File: config.mk
export PLATFORM = sky130hd
export DESIGN_NAME = calendar_sequencer
export DESIGN_NICKNAME = d
export VERILOG_FILES = /design/src/rtl/calendar_sequencer.sv
export SDC_FILE = /design/constraint.sdc
export NUM_CORES = 1
export LEC_CHECK = 0
export BUFFER_PORTS_ARGS = -buffer_cell sky130_fd_sc_hd__buf_2
export CAP_MARGIN = 40
export CORE_UTILIZATION = 45
export DETAILED_ROUTE_END_ITERATION = 8
export PLACE_DENSITY = 0.67
export SETUP_SLACK_MARGIN = 0.4
export SLEW_MARGIN = 15
export SYNTH_ARGS = -nofsm -noshare
export SYNTH_HDL_FRONTEND = slang
export SYNTH_SLANG_ARGS = --single-unit
File: constraint.sdc
create_clock -name clk -period 7.14 [get_ports clk]
set_clock_uncertainty 0.1 [all_clocks]
set_input_delay 0.714 -clock clk [delete_from_list [all_inputs] [get_ports clk]]
set_output_delay 0.714 -clock clk [all_outputs]
set_load 0.1 [all_outputs]
File: src/rtl/calendar_sequencer.sv
// Calendar date sequencer: loads and validates a start date, then advances it
// by one day per tick, tracking month length, leap year and month rollover.
module calendar_sequencer (
  input  logic       clk,
  input  logic       rst,
  input  logic       load,
  input  logic [4:0] d_in,
  input  logic [3:0] m_in,
  input  logic [6:0] y_in,
  input  logic       tick,
  output logic [4:0] day,
  output logic [3:0] month,
  output logic [6:0] year,
  output logic       m28,
  output logic       m29,
  output logic       m30,
  output logic       m31,
  output logic       leap,
  output logic       month_end,
  output logic       busy,
  output logic       err
);

  typedef enum logic [1:0] {
    IDLE  = 2'd0,
    CHECK = 2'd1,
    RUN   = 2'd2
  } state_t;

  state_t     state_q, state_d;
  logic       from_run_q;      // CHECK was entered from RUN (return target on reject)
  logic [4:0] ld_day_q;
  logic [3:0] ld_mon_q;
  logic [6:0] ld_year_q;

  logic       capture, commit, reject, advance;
  logic       ld_leap, ld_valid;
  logic [4:0] ld_len, cur_len;
  logic [4:0] adv_day;
  logic [3:0] adv_month;
  logic [6:0] adv_year;
  logic       adv_leap, adv_rollover;
  logic [4:0] adv_len;

  // Year offset 0 is 2000 (leap); offset 100 is 2100 (not leap).
  function automatic logic is_leap(input logic [6:0] y);
    return (y[1:0] == 2'b00) && (y != 7'd100);
  endfunction

  // Days in month m; out-of-range months are rejected separately by the validity check.
  function automatic logic [4:0] month_len(input logic [3:0] m, input logic lp);
    case (m)
      4'd4, 4'd6, 4'd9, 4'd11: return 5'd30;
      4'd2:                    return lp ? 5'd29 : 5'd28;
      default:                 return 5'd31;
    endcase
  endfunction

  // Validate the captured load request and size the current month.
  always_comb begin
    ld_leap  = is_leap(ld_year_q);
    ld_len   = month_len(ld_mon_q, ld_leap);
    ld_valid = (ld_mon_q >= 4'd1) && (ld_mon_q <= 4'd12) &&
               (ld_day_q != 5'd0) && (ld_day_q <= ld_len);
    cur_len  = month_len(month, leap);
  end

  // Compute the date one day after the current one.
  always_comb begin
    adv_day      = day + 5'd1;
    adv_month    = month;
    adv_year     = year;
    adv_rollover = 1'b0;
    if (day == cur_len) begin
      adv_day      = 5'd1;
      adv_rollover = 1'b1;
      if (month == 4'd12) begin
        adv_month = 4'd1;
        adv_year  = year + 7'd1;  // 127 wraps to 0
      end else begin
        adv_month = month + 4'd1;
      end
    end
    adv_leap = is_leap(adv_year);
    adv_len  = month_len(adv_month, adv_leap);
  end

  // Next-state and control decode; load wins over tick, ticks outside RUN are dropped.
  always_comb begin
    // NOTE: every signal gets a default first so no path leaves one unassigned (no latches).
    state_d = state_q;
    busy    = 1'b0;
    capture = 1'b0;
    commit  = 1'b0;
    reject  = 1'b0;
    advance = 1'b0;
    case (state_q)
      IDLE: begin
        if (load) begin
          capture = 1'b1;
          state_d = CHECK;
        end
      end
      CHECK: begin
        busy = 1'b1;
        if (ld_valid) begin
          commit  = 1'b1;
          state_d = RUN;
        end else begin
          reject  = 1'b1;
          state_d = from_run_q ? RUN : IDLE;
        end
      end
      RUN: begin
        if (load) begin
          capture = 1'b1;
          state_d = CHECK;
        end else if (tick) begin
          advance = 1'b1;
        end
      end
      default: state_d = IDLE;
    endcase
  end

  // State register and the return target for a rejected load.
  always_ff @(posedge clk) begin
    // NOTE: sequential state uses non-blocking assignments so all registers update together.
    if (rst) begin
      state_q    <= IDLE;
      from_run_q <= 1'b0;
    end else begin
      state_q <= state_d;
      if (capture) from_run_q <= (state_q == RUN);
    end
  end

  // Hold the requested date for the one-cycle check.
  always_ff @(posedge clk) begin
    // NOTE: no reset needed here; these are only read in CHECK, which always follows a capture.
    if (capture) begin
      ld_day_q  <= d_in;
      ld_mon_q  <= m_in;
      ld_year_q <= y_in;
    end
  end

  // Date, month-length flags, leap, rollover pulse and sticky error.
  always_ff @(posedge clk) begin
    if (rst) begin
      day       <= 5'd1;
      month     <= 4'd1;
      year      <= 7'd0;
      leap      <= 1'b1;
      m28       <= 1'b0;
      m29       <= 1'b0;
      m30       <= 1'b0;
      m31       <= 1'b0;
      month_end <= 1'b0;
      err       <= 1'b0;
    end else begin
      month_end <= 1'b0;
      if (commit) begin
        day   <= ld_day_q;
        month <= ld_mon_q;
        year  <= ld_year_q;
        leap  <= ld_leap;
        m28   <= (ld_len == 5'd28);
        m29   <= (ld_len == 5'd29);
        m30   <= (ld_len == 5'd30);
        m31   <= (ld_len == 5'd31);
        err   <= 1'b0;
      end else if (reject) begin
        err <= 1'b1;
      end else if (advance) begin
        day       <= adv_day;
        month     <= adv_month;
        year      <= adv_year;
        leap      <= adv_leap;
        m28       <= (adv_len == 5'd28);
        m29       <= (adv_len == 5'd29);
        m30       <= (adv_len == 5'd30);
        m31       <= (adv_len == 5'd31);
        month_end <= adv_rollover;
      end
    end
  end

endmodule

==> results of run 1 <==
==> metrics by stage <==
step	cell area (µm²)	utilization	setup slack, ns	instances	total power [mW]
finish	2780	0.541	3.72	370	0.567
global route	2780	0.541	3.47	370	0.593
CTS	2780	0.541	3.73	370	0.570
detailed placement	2670	0.519	3.73	362	0.397
global placement	2670	0.519	3.77	362	0.395
floorplan	2410	-	3.68	262	0.371
==> cells in the mapped netlist, types with 6 or more instances <==
cell / number
a31oi_1: 6
o21ai_0: 10
nor2_1: 28
dfxtp_1: 26
ha_1: 8
inv_1: 9
edfxtp_1: 16
clkbuf_1: 12
nand2_1: 20
nand3_1: 11
nor2b_1: 6
a21oi_1: 15
==> worst paths after layout <==
path,from,cells after the start,slack [ns],endpoint
worst max-delay path,ld_mon_q[3]$_DFFE_PP_,11,3.72,leap$_SDFFE_PP1P_
worst min-delay path,err$_SDFFE_PP0P_,2,0.41,err$_SDFFE_PP0P_
worst max register to register,ld_mon_q[3]$_DFFE_PP_,11,3.72,leap$_SDFFE_PP1P_
worst min register to register,err$_SDFFE_PP0P_,2,0.41,err$_SDFFE_PP0P_
==> area by class of cell <==
cell class | instances | share of cell area
Multi-Input combinational cell | 196 | 0.474
Inverter | 9 | 0.0122
Clock buffer | 6 | 0.0338
Clock inverter | 2 | 0.00540
Timing Repair Buffer | 45 | 0.0828
Tap cell | 70 | 0.0315
Sequential cell | 42 | 0.360
==> sequential cells by signal, summed over array words and instances, names as in the netlist <==
| register | flops |
|---|---|
| day | 5 |
| m29 | 1 |
| ld_day_q | 5 |
| ld_mon_q | 4 |
| month | 4 |
| err | 1 |
| m30 | 1 |
| leap | 1 |
| month_end | 1 |
| year | 7 |
| state_q | 2 |
| ld_year_q | 7 |
| from_run_q | 1 |
| m28 | 1 |
| m31 | 1 |
==> layer usage <==
layer  vias up  wire, µm  track usage
met3         2       282       0.0361
met5         -         0            0
met1       951      2770        0.312
li1       1057         -            -
met4         0        35       0.0432
met2        71      2510        0.308
==> cells by family after synthesis <==
kind of cell    after synthesis  synth area share
simple gates                103             0.236
compound gates               77             0.230
flops                        42             0.415
buf+inv                      24            0.0410
fa+ha+maj                     8            0.0415
mux                           7            0.0332
xor+xnor                      1           0.00363
==> cells in the final DEF, fill, tap and decap left out, types with 2 or more instances in the layout <==
cell and n:
a21oi_1 15, a221oi_1 4, a22oi_1 4, a31oi_1 6, a32oi_1 5, and2_1 4, and3_1 2, buf_2 43
buf_4 2, clkbuf_8 5, clkinvlp_4 2, dfxtp_1 26, edfxtp_1 16, ha_1 8, inv_1 9, mux2_4 2
mux2i_1 5, nand2_1 20, nand2b_1 3, nand3_1 11, nand3b_1 5, nor2_1 28, nor2b_1 6, nor3_1 5
nor3b_1 2, o211ai_1 2, o21a_1 2, o21ai_0 10, o21ai_1 5, o22ai_1 3, o31ai_1 4, o41ai_1 2
or2_0 2, or2_2 2, or4_1 2
==> worst reg2reg max path: cells and delay by family (launching register included) <==
kind / cells / cell delay [ns]
compound gates: 4 / 0.95
simple gates: 4 / 1.19
buf+inv: 2 / 0.41
fa+ha+maj: 1 / 0.23
flops: 1 / 0.46
==> power groups by stage <==
stage | Combinational (mW) | Clock, mW | Sequential (mW)
detailed placement | 0.112 | 0 | 0.284
CTS | 0.113 | 0.178 | 0.279
global route | 0.120 | 0.192 | 0.282
floorplan | 0.0500 | 0 | 0.321
global placement | 0.111 | 0 | 0.284
finish | 0.113 | 0.175 | 0.279
==> impl_metrics.py, run 1 <==
metrics = {
    "clocking": {
        "cts_buffer_depth": 2,
        "post_cts_buffers": 0,
        "worstSkewPairLatency_ns": 0.29,
        "cts_max_level": 2,
        "post_cts_resized": 0,
        "cts_tree": "done",
        "clkTransAtPathRegs_ns": 0.09,
        "hold_buffers": 0,
        "cts_root_buf": "clkbuf_8",
        "cts_buffers": 5,
        "cts.sink_count": 42,
    },
    "pwr": {
        "p_int_mw": 0.382,
        "peakVddDrop_mv": 0.168,
        "leakage_nw": 1.08,
        "clkPwrFrac": 0.308,
        "swShare": 0.326,
        "p_per_area_nw_per_um2": 204,
        "switching_power_mw": 0.185,
        "seqPwrFrac": 0.493,
        "p_comb_frac": 0.199,
    },
    "cells_and_area": {
        "antenna_cells": 0,
        "drive_gt1_frac": 0.220,
        "finalNetCount": 327,
        "multi_input_area_um2": 1320,
        "area_delta_synth_final_pct": 15.2,
        "area.sequential_um2": 1000,
        "n_fill_cell": 507,
    },
    "timing": {
        "finalHoldViolations": 0,
        "hold_ws_ns": 0.410,
        "final-setup-viol-count": 0,
        "rsz0062_at_grt": "false",
        "fin_setup_tns_ns": 0,
        "min_period_ns": 3.42,
        "tightest_slew_ns": 0.879,
        "finalCritPeriodShare": 0.479,
        "slew_viol_final": 0,
        "max_clock_freq_mhz": 292,
        "relSlewSlack": 0.412,
    },
    "yosys": {
        "yosys_warnings": 0,
        "yosysSeqAreaShare": 0.415,
        "synthTopCellsByArea": "dfxtp_1 22%, edfxtp_1 20%, nor2_1 4.4%, ha_1 4.1%, a21oi_1 3.1%",
        "synth_top_area_cell": "dfxtp_1",
        "synth_area_per_cell_um2": 9.21,
        "async_flop_share": 0,
        "syn-num-nets": 290,
        "synth_edf_count": 16,
        "syn-cell-area_um2": 2410,
        "postSynthRegisterBits": 42,
        "synth_top_area_share": 0.216,
        "synthCells": 262,
        "ys.flop_type": "dfxtp_1",
        "synth.distinct_cells": 62,
    },
    "placed_design": {
        "port_buffers": 43,
        "place_congestion": 0.843,
        "hpwl_um": 3860,
    },
    "routing": {
        "drt-total-wl_um": 5600,
        "vias": 2081,
        "viasPerCell": 5.62,
        "post_drt_wl_per_cell_um": 15.1,
        "dr.pass1.iters": 4,
        "first_iter_violations": 133,
        "postRouteAntennaNets": 0,
        "drc": 0,
    },
    "floorplan": {
        "ios": 44,
        "die_area_um2": 5660,
        "start_util": 0.469,
        "die_h_um": 75.2,
        "dieWidth_um": 75.2,
        "core_area_um2": 5140,
        "core.rowCount": 26,
    },
    "worst_hold_path": {
        "min_path_type": "reg -> reg",
    },
    "critical_path": {
        "start_kind": "register",
        "crit_chain": "or2_2 > or3b_1 > inv_1 > ha_1 > nor2b_1 > o2111a_1 > a211oi_2 > buf_4 > nor2_1 > a211o_1 > a21o_1",
        "cp_max_fo": 29,
        "cp_slowest_cell": "edfxtp_1",
        "path_buf_inv": 2,
        "crit_type": "reg -> reg",
        "cp_data_required_time_ns": 7.23,
        "max_stage_delay_ns": 0.46,
        "crit_family": "simple AND/OR/NAND/NOR gates",
        "cp-end-kind": "register",
        "arrival_ns": 3.51,
    },
    "grt": {
        "grt_pass1_vias": 1719,
        "gr-total-overflow": 0,
        "grt_pass1_wl_um": 8690,
        "grtUsageTotal": 0.206,
        "antenna_found_initial": 0,
        "grt_max_degree": 30,
    },
    "outcome": {
        "status": "complete, no violations",
    },
    "job": {
        "maxCapViolations": 0,
    },
}
(Power assumes the default switching activity.)
==> run 2: changes to the inputs <==
--- a/config.mk
+++ b/config.mk
@@ -5,11 +5,12 @@
 export SDC_FILE = /design/constraint.sdc
 export NUM_CORES = 1
 export LEC_CHECK = 0
+export ABC_AREA = 1
 export BUFFER_PORTS_ARGS = -buffer_cell sky130_fd_sc_hd__buf_2
 export CAP_MARGIN = 40
 export CORE_UTILIZATION = 45
 export DETAILED_ROUTE_END_ITERATION = 8
-export PLACE_DENSITY = 0.67
+export PLACE_DENSITY = 0.69
 export SETUP_SLACK_MARGIN = 0.4
 export SLEW_MARGIN = 15
 export SYNTH_ARGS = -nofsm -noshare
==> constraint.sdc (replaced) <==
create_clock -name clk -period 2.9 [get_ports clk]
set_clock_uncertainty 0.1 [all_clocks]
set_input_delay 0.29 -clock clk [delete_from_list [all_inputs] [get_ports clk]]
set_output_delay 0.29 -clock clk [all_outputs]
set_load 0.1 [all_outputs]
==> impl_metrics.py, run 2 <==
metrics = {
    "grt": {
        "antenna_found_initial": 0,
        "gr-total-overflow": 0,
        "grt_max_degree": 22,
        "grt_pass1_vias": 1869,
        "grt_pass1_wl_um": 8350,
        "grtUsageTotal": 0.200,
    },
    "clocking": {
        "cts_tree": "done",
        "worstSkewPairLatency_ns": 0.29,
        "cts_root_buf": "clkbuf_8",
        "clkTransAtPathRegs_ns": 0.08,
        "cts.sink_count": 42,
        "cts_max_level": 2,
        "cts_buffers": 5,
        "cts_buffer_depth": 2,
        "hold_buffers": 0,
    },
    "yosys": {
        "yosysSeqAreaShare": 0.418,
        "synth_top_area_cell": "dfxtp_1",
        "yosys_warnings": 0,
        "synth-simple-area-share": 0.316,
        "postSynthRegisterBits": 42,
        "async_flop_share": 0,
        "ys.flop_type": "dfxtp_1",
        "synth_top_family_by_area": "simple AND/OR/NAND/NOR gates",
        "synthMostInstantiatedCell": "nand2_1",
        "synth_top_area_share": 0.217,
        "synthCells": 318,
        "synth_xor_area_frac": 0.0293,
        "synth-adder-area-share": 0.0418,
        "syn-cell-area_um2": 2390,
        "synthTopCellsByArea": "dfxtp_1 22%, edfxtp_1 20%, nand2_1 17%, inv_1 5.0%, nand3_1 4.8%",
        "synth.distinct_cells": 34,
        "synth_edf_count": 16,
        "synth_mux_area_frac": 0,
        "syn-num-nets": 346,
        "synth_commonest_cells": "108 x nand2_1, 32 x inv_1, 26 x dfxtp_1",
        "synth_compound_area_frac": 0.113,
        "synth_area_per_cell_um2": 7.53,
    },
    "routing": {
        "post_drt_wl_per_cell_um": 12.3,
        "postRouteAntennaNets": 0,
        "vias": 2221,
        "wl_met1_um": 2620,
        "dr.pass1.iters": 4,
        "topRoutingLayerUsed": "met4",
        "first_iter_violations": 120,
        "drc": 0,
        "viasPerCell": 4.94,
        "drt-total-wl_um": 5550,
        "route.met2.wl_um": 2710,
        "wl_met3_um": 155,
    },
    "timing": {
        "rsz0062_at_grt": "true",
        "slew_viol_final": 0,
        "min_period_ns": 2.55,
        "relSlewSlack": 0.640,
        "fin_setup_tns_ns": 0,
        "tightest_slew_ns": 0.540,
        "finalHoldViolations": 0,
        "layout_setup_ws_ns": 0.351,
        "hold_ws_ns": 0.0688,
        "finalCritPeriodShare": 0.879,
        "final-setup-viol-count": 0,
        "max_clock_freq_mhz": 392,
    },
    "critical_path": {
        "start_kind": "register",
        "cp-startpoint": "ld_year_q[1]$_DFFE_PP_",
        "endpoint": "day[2]$_SDFFE_PP0P_",
        "max_stage_delay_ns": 0.39,
        "crit_chain": "nor2_1 > o21a_1 > nor4_4 > a221oi_2 > ha_2 > a21boi_1 > o2111ai_1 > nand3_2 > inv_4 > nor2_4 > buf_6 > nand2_1 > a31oi_1",
        "r2r_setup_slack_ns": 0.35,
        "cp_data_required_time_ns": 3.02,
        "cp_slowest_cell": "edfxtp_1",
        "cp-end-kind": "register",
        "crit_type": "reg -> reg",
        "reg2reg_depth": 13,
        "cp_max_fo": 7,
        "rr_endpoint": "day[2]$_SDFFE_PP0P_",
        "timing.rr.start": "ld_year_q[1]$_DFFE_PP_",
        "arrival_ns": 2.66,
    },
    "cells_and_area": {
        "finalNetCount": 407,
        "antenna_cells": 0,
        "final_area_um2": 2990,
        "area_delta_synth_final_pct": 24.9,
        "instances_no_fill": 450,
        "biggestRegsByFlops": "ld_year_q: 7 flops, year: 7 flops",
        "drive_gt1_frac": 0.292,
        "area.sequential_um2": 1020,
        "n_fill_cell": 498,
        "final_common_cell": "nand2_1",
        "final_cell_mix": "105 x nand2_1, 43 x buf_2, 31 x inv_1, 21 x nand3_1, 20 x nor2_1",
        "fin_util": 0.585,
        "multi_input_area_um2": 1280,
    },
    "placed_design": {
        "placed_cells": 425,
        "placed_cell_area_um2": 2700,
        "port_buffers": 43,
        "pre_cts_ws_ns": 0.0314,
        "hpwl_um": 4030,
        "place_congestion": 0.832,
    },
    "job": {
        "maxCapViolations": 0,
    },
    "pwr": {
        "leakage_nw": 1.36,
        "totalPowerFinal_mw": 1.34,
        "p_per_area_nw_per_um2": 450,
        "peakVddDrop_mv": 0.359,
    },
    "outcome": {
        "status": "complete, no violations",
    },
    "floorplan": {
        "die_h_um": 74.9,
        "die_area_um2": 5610,
        "core_area_um2": 5110,
        "ios": 44,
        "dieWidth_um": 74.9,
        "core.rowCount": 26,
        "start_util": 0.469,
    },
    "worst_hold_path": {
        "min_from": "y_in[1]",
        "min_path_type": "in -> reg",
    },
}
[run 2: changes by cell type after synthesis, moves of 5 or more]
cell | previous run | this run
xor2_1 | 0 | 7
a32oi_1 | 5 | 0
a31oi_1 | 6 | 16
clkbuf_1 | 12 | 5
inv_1 | 9 | 32
mux2i_1 | 5 | 0
nor2_1 | 28 | 23
a21oi_1 | 15 | 3
nand2_1 | 20 | 108
nor2b_1 | 6 | 0
nand3_1 | 11 | 23
[run 2: cells by family (layout without fill, tap and decap cells)]
family	after synthesis	after routing
xor+xnor	8	8
fa+ha+maj	8	8
buf+inv	46	107
compound gates	41	41
simple gates	173	174
flops	42	42
[run 2: worst min path at each step]
stage / endpoint / slack (ns) / cells past startpoint
2_1_floorplan: ld_day_q[0]$_DFFE_PP_ / 0.29 / 0
3_3_place_gp: from_run_q$_SDFFE_PP0P_ / 0.36 / 2
3_5_place_dp: from_run_q$_SDFFE_PP0P_ / 0.36 / 2
4_1_cts: ld_year_q[1]$_DFFE_PP_ / 0.06 / 1
5_1_grt: ld_year_q[2]$_DFFE_PP_ / 0.06 / 1
6_report: ld_year_q[1]$_DFFE_PP_ / 0.07 / 1
[run 2: what timing repair did]
action | in CTS | in global routing
cloned | 1 | 1
buffers inserted | 6 | 9
gates resized for setup | 11 | 11
endpoints found under the setup margin | 21 | 21
pin swaps | 6 | 11
[run 2: worst max-delay path: cells and delay by family (launching register included)]
family | cells | cell delay, ns
buffers and inverters | 2 | 0.21
adder cells (fa/ha/maj) | 1 | 0.32
AO/OA/AOI/OAI | 5 | 0.86
flip-flops | 1 | 0.39
AND/OR/NAND/NOR | 5 | 0.57
[run 2: area by class of cell]
class,instances,area share
clock buffers,6,0.0243
multi-input cells,231,0.428
well taps,70,0.0293
flip-flops and latches,42,0.341
repair buffers,64,0.130
clock inverters,2,0.00293
inverters,35,0.0448
[run 2: layer usage]
| layer | vias to the layer above | global-route usage |
|---|---|---|
| met1 | 992 | 0.265 |
| li1 | 1183 | - |
| met5 | - | 0 |
| met2 | 41 | 0.335 |
| met3 | 5 | 0.0281 |
| met4 | 0 | 0.0671 |
[run 2: power by group]
part / switching [mW] / total (mW) / internal [mW]
clock: 0.183 / 0.348 / 0.165
sequential: 0.0369 / 0.684 / 0.647
combinational: 0.227 / 0.312 / 0.0858
